### config.mk
export PLATFORM = sky130hd
export DESIGN_NAME = jk_sync_counter
export DESIGN_NICKNAME = d
export VERILOG_FILES = /design/src/rtl/jk_counter_pkg.sv /design/src/rtl/jk_cell.sv /design/src/rtl/jk_sync_counter.sv
export SDC_FILE = /design/constraint.sdc
export NUM_CORES = 1
export LEC_CHECK = 0
export ABC_CLOCK_PERIOD_IN_PS = 1940
export CORE_MARGIN = 8
export CORE_UTILIZATION = 43
export CTS_CLUSTER_DIAMETER = 30
export CTS_CLUSTER_SIZE = 25
export DETAILED_ROUTE_END_ITERATION = 10
export PLACE_DENSITY = 0.86
export SETUP_SLACK_MARGIN = 0.3
export SLEW_MARGIN = 20
export SYNTH_ARGS = -nofsm -noshare
export SYNTH_HDL_FRONTEND = slang
export SYNTH_SLANG_ARGS = --single-unit
### constraint.sdc
create_clock -name clock -period 1.94 [get_ports clock]
set_input_delay 0.194 -clock clock [delete_from_list [all_inputs] [get_ports clock]]
set_output_delay 0.194 -clock clock [all_outputs]
set_load 0.05 [all_outputs]
### src/rtl/jk_counter_pkg.sv
// -----------------------------------------------------------------------------
// jk_counter_pkg
//   Shared definitions for the JK-cell based synchronous counter.
//   - JK_* : two-bit {j,k} excitation codes understood by jk_cell.
//   - jk_excite(q, d) : toggle-form excitation that moves a cell from its
//     present state q to the wanted next state d.
//
//   The excitation is always either hold (00) or toggle (11). The clear and set
//   codes exist so that the cell's full truth table can be named, but the
//   counter never drives them.
// -----------------------------------------------------------------------------
package jk_counter_pkg;

   localparam logic [1:0] JK_HOLD = 2'b00;
   localparam logic [1:0] JK_CLR  = 2'b01;
   localparam logic [1:0] JK_SET  = 2'b10;
   localparam logic [1:0] JK_TOG  = 2'b11;

   // Toggle form: flip the cell when present and next state differ,
   // otherwise leave it alone. The result is {j, k}.
   function automatic logic [1:0] jk_excite(input logic q, input logic d);
      logic [1:0] jk;
      jk = (q ^ d) ? JK_TOG : JK_HOLD;
      return jk;
   endfunction

endpackage

### src/rtl/jk_cell.sv
// -----------------------------------------------------------------------------
// jk_cell
//   One-bit JK storage cell with synchronous active-high reset.
//
//   Ports
//     clock  in  1  rising-edge clock
//     reset  in  1  synchronous, active-high; forces q to 0
//     j      in  1  J excitation
//     k      in  1  K excitation
//     q      out 1  stored bit
//
//   Cell rule on each rising edge (when not in reset):
//     JK=00 hold, 01 clear, 10 set, 11 toggle.
// -----------------------------------------------------------------------------
module jk_cell
   import jk_counter_pkg::*;
(
   input  logic clock,
   input  logic reset,
   input  logic j,
   input  logic k,
   output logic q
);

   always_ff @(posedge clock) begin
      if (reset) begin
         q <= 1'b0;
      end else begin
         case ({j, k})
            JK_HOLD: q <= q;
            JK_CLR:  q <= 1'b0;
            JK_SET:  q <= 1'b1;
            default: q <= ~q;
         endcase
      end
   end

endmodule

### src/rtl/jk_sync_counter.sv
// -----------------------------------------------------------------------------
// jk_sync_counter
//   Synchronous modulo-MODULUS up/down counter whose state lives in a bank of
//   JK cells. Each cycle the next count D is computed, turned into per-bit
//   toggle-form J/K excitation, and the cells are clocked. The J/K vectors are
//   exported so this block can drive a downstream JK flip-flop stage, and tc
//   allows several counters to be cascaded as a divider chain.
//
//   Parameters
//     WIDTH    bits of count state (MODULUS must be <= 2**WIDTH)
//     MODULUS  sequence length, counts 0..MODULUS-1 (must be >= 2)
//
//   Ports
//     clock     in   1      rising-edge clock
//     reset     in   1      synchronous, active-high; count -> 0
//     enable    in   1      advance one step this cycle
//     up_dn     in   1      1 = count up, 0 = count down
//     load      in   1      load load_val this cycle (beats enable)
//     load_val  in   WIDTH  value to load, saturated to MODULUS-1
//     count     out  WIDTH  current count (cell Q outputs)
//     j_vec     out  WIDTH  per-bit J excitation driving the cells
//     k_vec     out  WIDTH  per-bit K excitation driving the cells
//     tc        out  1      terminal count, high in the cycle whose edge wraps
//
//   Priority at each edge: reset > load > enable > hold.
// -----------------------------------------------------------------------------
module jk_sync_counter
   import jk_counter_pkg::*;
#(
   parameter int WIDTH   = 4,
   parameter int MODULUS = 10
) (
   input  logic             clock,
   input  logic             reset,
   input  logic             enable,
   input  logic             up_dn,
   input  logic             load,
   input  logic [WIDTH-1:0] load_val,
   output logic [WIDTH-1:0] count,
   output logic [WIDTH-1:0] j_vec,
   output logic [WIDTH-1:0] k_vec,
   output logic             tc
);

   // Parameter sanity: a modulus below 2 is not a counter, and one above
   // 2**WIDTH cannot be represented in the cells.
   generate
      if (MODULUS < 2 || MODULUS > (1 << WIDTH)) begin : g_bad_modulus
         $error("jk_sync_counter: MODULUS=%0d invalid for WIDTH=%0d",
                MODULUS, WIDTH);
      end
   endgenerate

   // Arithmetic is carried one bit wider than the count so that count+1 at
   // the top of a full-range (MODULUS == 2**WIDTH) counter cannot alias to 0
   // before the wrap comparison, and the load saturation compare is unsigned.
   localparam logic [WIDTH:0] MAX_EXT = (WIDTH+1)'(MODULUS - 1);

   logic [WIDTH:0]   cnt_ext;
   logic [WIDTH:0]   load_ext;
   logic [WIDTH:0]   inc_ext;
   logic [WIDTH:0]   dec_ext;
   logic [WIDTH:0]   d_ext;
   logic [WIDTH-1:0] next_count;
   logic [1:0]       jk;
   logic             at_top;
   logic             at_bottom;

   // Next-count selection.
   always_comb begin
      cnt_ext  = {1'b0, count};
      load_ext = {1'b0, load_val};
      inc_ext  = cnt_ext + 1'b1;
      dec_ext  = cnt_ext - 1'b1;
      at_top    = (cnt_ext == MAX_EXT);
      at_bottom = (cnt_ext == '0);
      d_ext     = cnt_ext;

      if (load) begin
         d_ext = (load_ext > MAX_EXT) ? MAX_EXT : load_ext;
      end else if (enable) begin
         if (up_dn) begin
            d_ext = at_top ? '0 : inc_ext;
         end else begin
            d_ext = at_bottom ? MAX_EXT : dec_ext;
         end
      end

      next_count = d_ext[WIDTH-1:0];
   end

   // Per-bit toggle-form excitation. Reset is deliberately not folded in:
   // the cells clear themselves on reset, so j/k keep showing the D the
   // inputs would otherwise produce.
   always_comb begin
      j_vec = '0;
      k_vec = '0;
      jk    = JK_HOLD;
      for (int i = 0; i < WIDTH; i++) begin
         jk       = jk_excite(count[i], next_count[i]);
         j_vec[i] = jk[1];
         k_vec[i] = jk[0];
      end
   end

   // Carry-out for cascading: asserted only when this edge will wrap.
   always_comb begin
      tc = enable & ~load & ((up_dn & at_top) | (~up_dn & at_bottom));
   end

   // Storage: one JK cell per count bit.
   generate
      for (genvar g = 0; g < WIDTH; g++) begin : g_cell
         jk_cell u_cell (
            .clock (clock),
            .reset (reset),
            .j     (j_vec[g]),
            .k     (k_vec[g]),
            .q     (count[g])
         );
      end
   endgenerate

endmodule

==> qor.yml, run 1 <==
top_register: "g_cell.u_cell.q"
final_antenna_net_count: 0
ir_worst_vdd_mv: 0.459
grt_use_total_pct: 13.2
critPathLaunchType: "flip-flop"
antenna_found_initial: 0
yosys.cell_types.count: 37
cap_violations: 0
crit_family: "simple AND/OR/NAND/NOR gates"
synthCells: 75
place_inst: 103
whs_endpoint: "g_cell[1].u_cell.q$_SDFFE_PP0P_"
die_area_mm2: 0.00283
numCtsBuffers: 3
worstHoldStart: "load_val[1]"
period_share_pct: 96.8
hold_viol_final: 0
synthToLayoutAreaGrowth_pct: 85.1
worst_pin_slew_ps: 528
cts_tree: "yes"
drt-vias-per-instance: 5.66
synth_top_cell_by_area: "buf_4"
num_rows: 13
ys_ff_latch: 4
hpwl_mm: 1.20
die_w_um: 53.2
htree_levels: 1
rrSetupSlack_ps: 220
ys_warn_count: 0
power_leakage_nw: 0.471
fmax_mhz: 533
async_reset_ff_share_pct: 0
post-synth-top-count-cell: "buf_4"
firstDrtPassIters: 4
drt-initial-drc-count: 12
slew_headroom_pct: 64.8
rr_startpoint: "g_cell[0].u_cell.q$_SDFFE_PP0P_"
dpl_cell_area_um2: 862
grt_pass1_wl_mm: 2.94
synth_top_area_share_pct: 17.7
slowest_delay_ps: 370
clock_latency_ps: 240
cts.sinks: 4
fin_worst_skew_ps: 3.96
rsz0062_at_grt: "yes"
routed_wl_mm: 2.18
antenna_cells: 0
hold_path_class: "in -> reg"
wl_per_cell_um: 18.2
syn_area_um2: 594
initial_core_util_pct: 45.7
post-route-util_pct: 84.5
grt_max_degree: 11
worstRegToRegCells: 7
nets: 116
crit_type: "reg -> out"
largest_reg_flops: 4
cpMaxStageDelayCell: "dfxtp_4"
drive_gt1_share_pct: 61.0
cts_root_buffer: "clkbuf_4"
synthesis.nets: 84
overflow: 0
outcome: "completed"
path_buf_inv: 2
core_area_mm2: 0.00130
seq_area_frac_synth_pct: 13.5
synth.area.top_cells: "buf_4 (18%), dfxtp_1 (13%), a2111oi_2 (5.1%)"
r2r_end: "g_cell[3].u_cell.q$_SDFFE_PP0P_"
ioPinCount: 22
yosys_most_used_dff: "dfxtp_1"
hold_path_depth: 3
post-route-min-period_ps: 1880
postLayoutCellArea_mm2: 0.00110
cp_data_arrival_time_ps: 1680
drc: 0
vias: 679
io_buffers: 21
grt_pass1_vias: 675
largestRegisters: "g_cell.u_cell.q: 4 flops"
syn_area_per_cell_um2: 7.92
clockBufferDepth: 2
maxSlewViolCount: 0
crit_chain: "nor4_4 -> o2bb2ai_2 -> nor3_2 -> o31ai_2 -> buf_4 -> buf_12"
setup_violations: 0
synth_common_cells: "buf_4 (14), a21oi_1 (5)"
worstPathMaxFanout: 8
required_ps: 1750
fin_setup_tns_ps: 0
end_kind: "output pin"
synth_edf_count: 0
p_per_area_mw_per_mm2: 592
fp.dieH_um: 53.2
gp_congestion: 0.878
final_cells: 120
power_w: 0.000652
clk_pin_slew_ps: 40
## what timing repair did
item                       in CTS  in global routing
hold buffers                    0                  0
gates cloned                    0                  0
resized for setup              26                 12
setup endpoints to repair      10                 11
pin swaps                      10                  3
setup buffers                  10                  4
## cell usage in the layout (no fill, tap or decap), types with 3 or more instances in the layout
master	netlist	final
buf_6	2	3
nor2b_1	3	3
buf_4	14	24
dfxtp_4	0	4
nand2_1	4	4
buf_12	0	9
a21oi_1	5	4
clkbuf_4	0	3
dlygate4sd2_1	0	5
## worst reg2reg max path, stage by stage (launching register included)
cell and delay (ps):
dfxtp_4 370, nor4_4 340, o21ai_2 100, buf_4 150, buf_6 110, buf_6 100, nor3b_4 140, a2111oi_4 300
## cell families (layout without fill, tap and decap cells)
logic type             Yosys count  in the layout  share of synthesized area [%]
buffers and inverters           19             49                           25.3
XOR/XNOR                         4              4                           5.90
AO/OA/AOI/OAI                   25             25                           30.5
flip-flops                       4              4                           13.5
AND/OR/NAND/NOR                 23             23                           24.8
## cell type report
| class | count | area [um2] |
|---|---|---|
| clock buffer | 3 | 22.5 |
| fill | 72 | 201 |
| inverter | 1 | 3.75 |
| multi-input combinational | 52 | 484 |
| sequential | 4 | 95.1 |
| tap | 15 | 18.8 |
| timing repair buffer | 45 | 475 |
## through the flow
step                      hold slack, ps  setup WS (ps)
after floorplan                      259            225
after global placement               693           -111
after detailed placement             723           -145
after CTS                            524           99.0
after global routing                 582          -9.54
final                                571           62.2
## report_power, final
group	switching [W]	leakage, nW	internal (W)
Clock	0.0000362	0.0138	0.0000693
Sequential	0.0000167	0.0356	0.0000898
Combinational	0.000232	0.422	0.000208
## worst max path at each step
| stage | from | cells past startpoint | end |
|---|---|---|---|
| after floorplan | g_cell[3].u_cell.q$_SDFFE_PP0P_ | 3 | tc |
| after global placement | up_dn | 7 | j_vec[1] |
| after detailed placement | up_dn | 7 | j_vec[1] |
| after CTS | g_cell[0].u_cell.q$_SDFFE_PP0P_ | 6 | j_vec[2] |
| after global routing | g_cell[0].u_cell.q$_SDFFE_PP0P_ | 6 | j_vec[2] |
| final | g_cell[0].u_cell.q$_SDFFE_PP0P_ | 6 | j_vec[2] |
## per-layer routing
metal  GRT usage, %  wire length, um  vias to the layer above
met2           23.4             1110                       33
met1           14.8              863                      315
met4           3.78               76                        0
li1               -                -                      323
met3           3.92              128                        8
met5              0                0                        -
Note: power is estimated with default switching activity, not from simulation.
==> inputs of run 2 (changes only) <==
--- a/config.mk
+++ b/config.mk
@@ -5,7 +5,7 @@
 export SDC_FILE = /design/constraint.sdc
 export NUM_CORES = 1
 export LEC_CHECK = 0
-export ABC_CLOCK_PERIOD_IN_PS = 1940
+export CAP_MARGIN = 20
 export CORE_MARGIN = 8
 export CORE_UTILIZATION = 43
 export CTS_CLUSTER_DIAMETER = 30
==> results of run 2 <==
No change in the layout: final DEF, timing and power equal those of run 1.
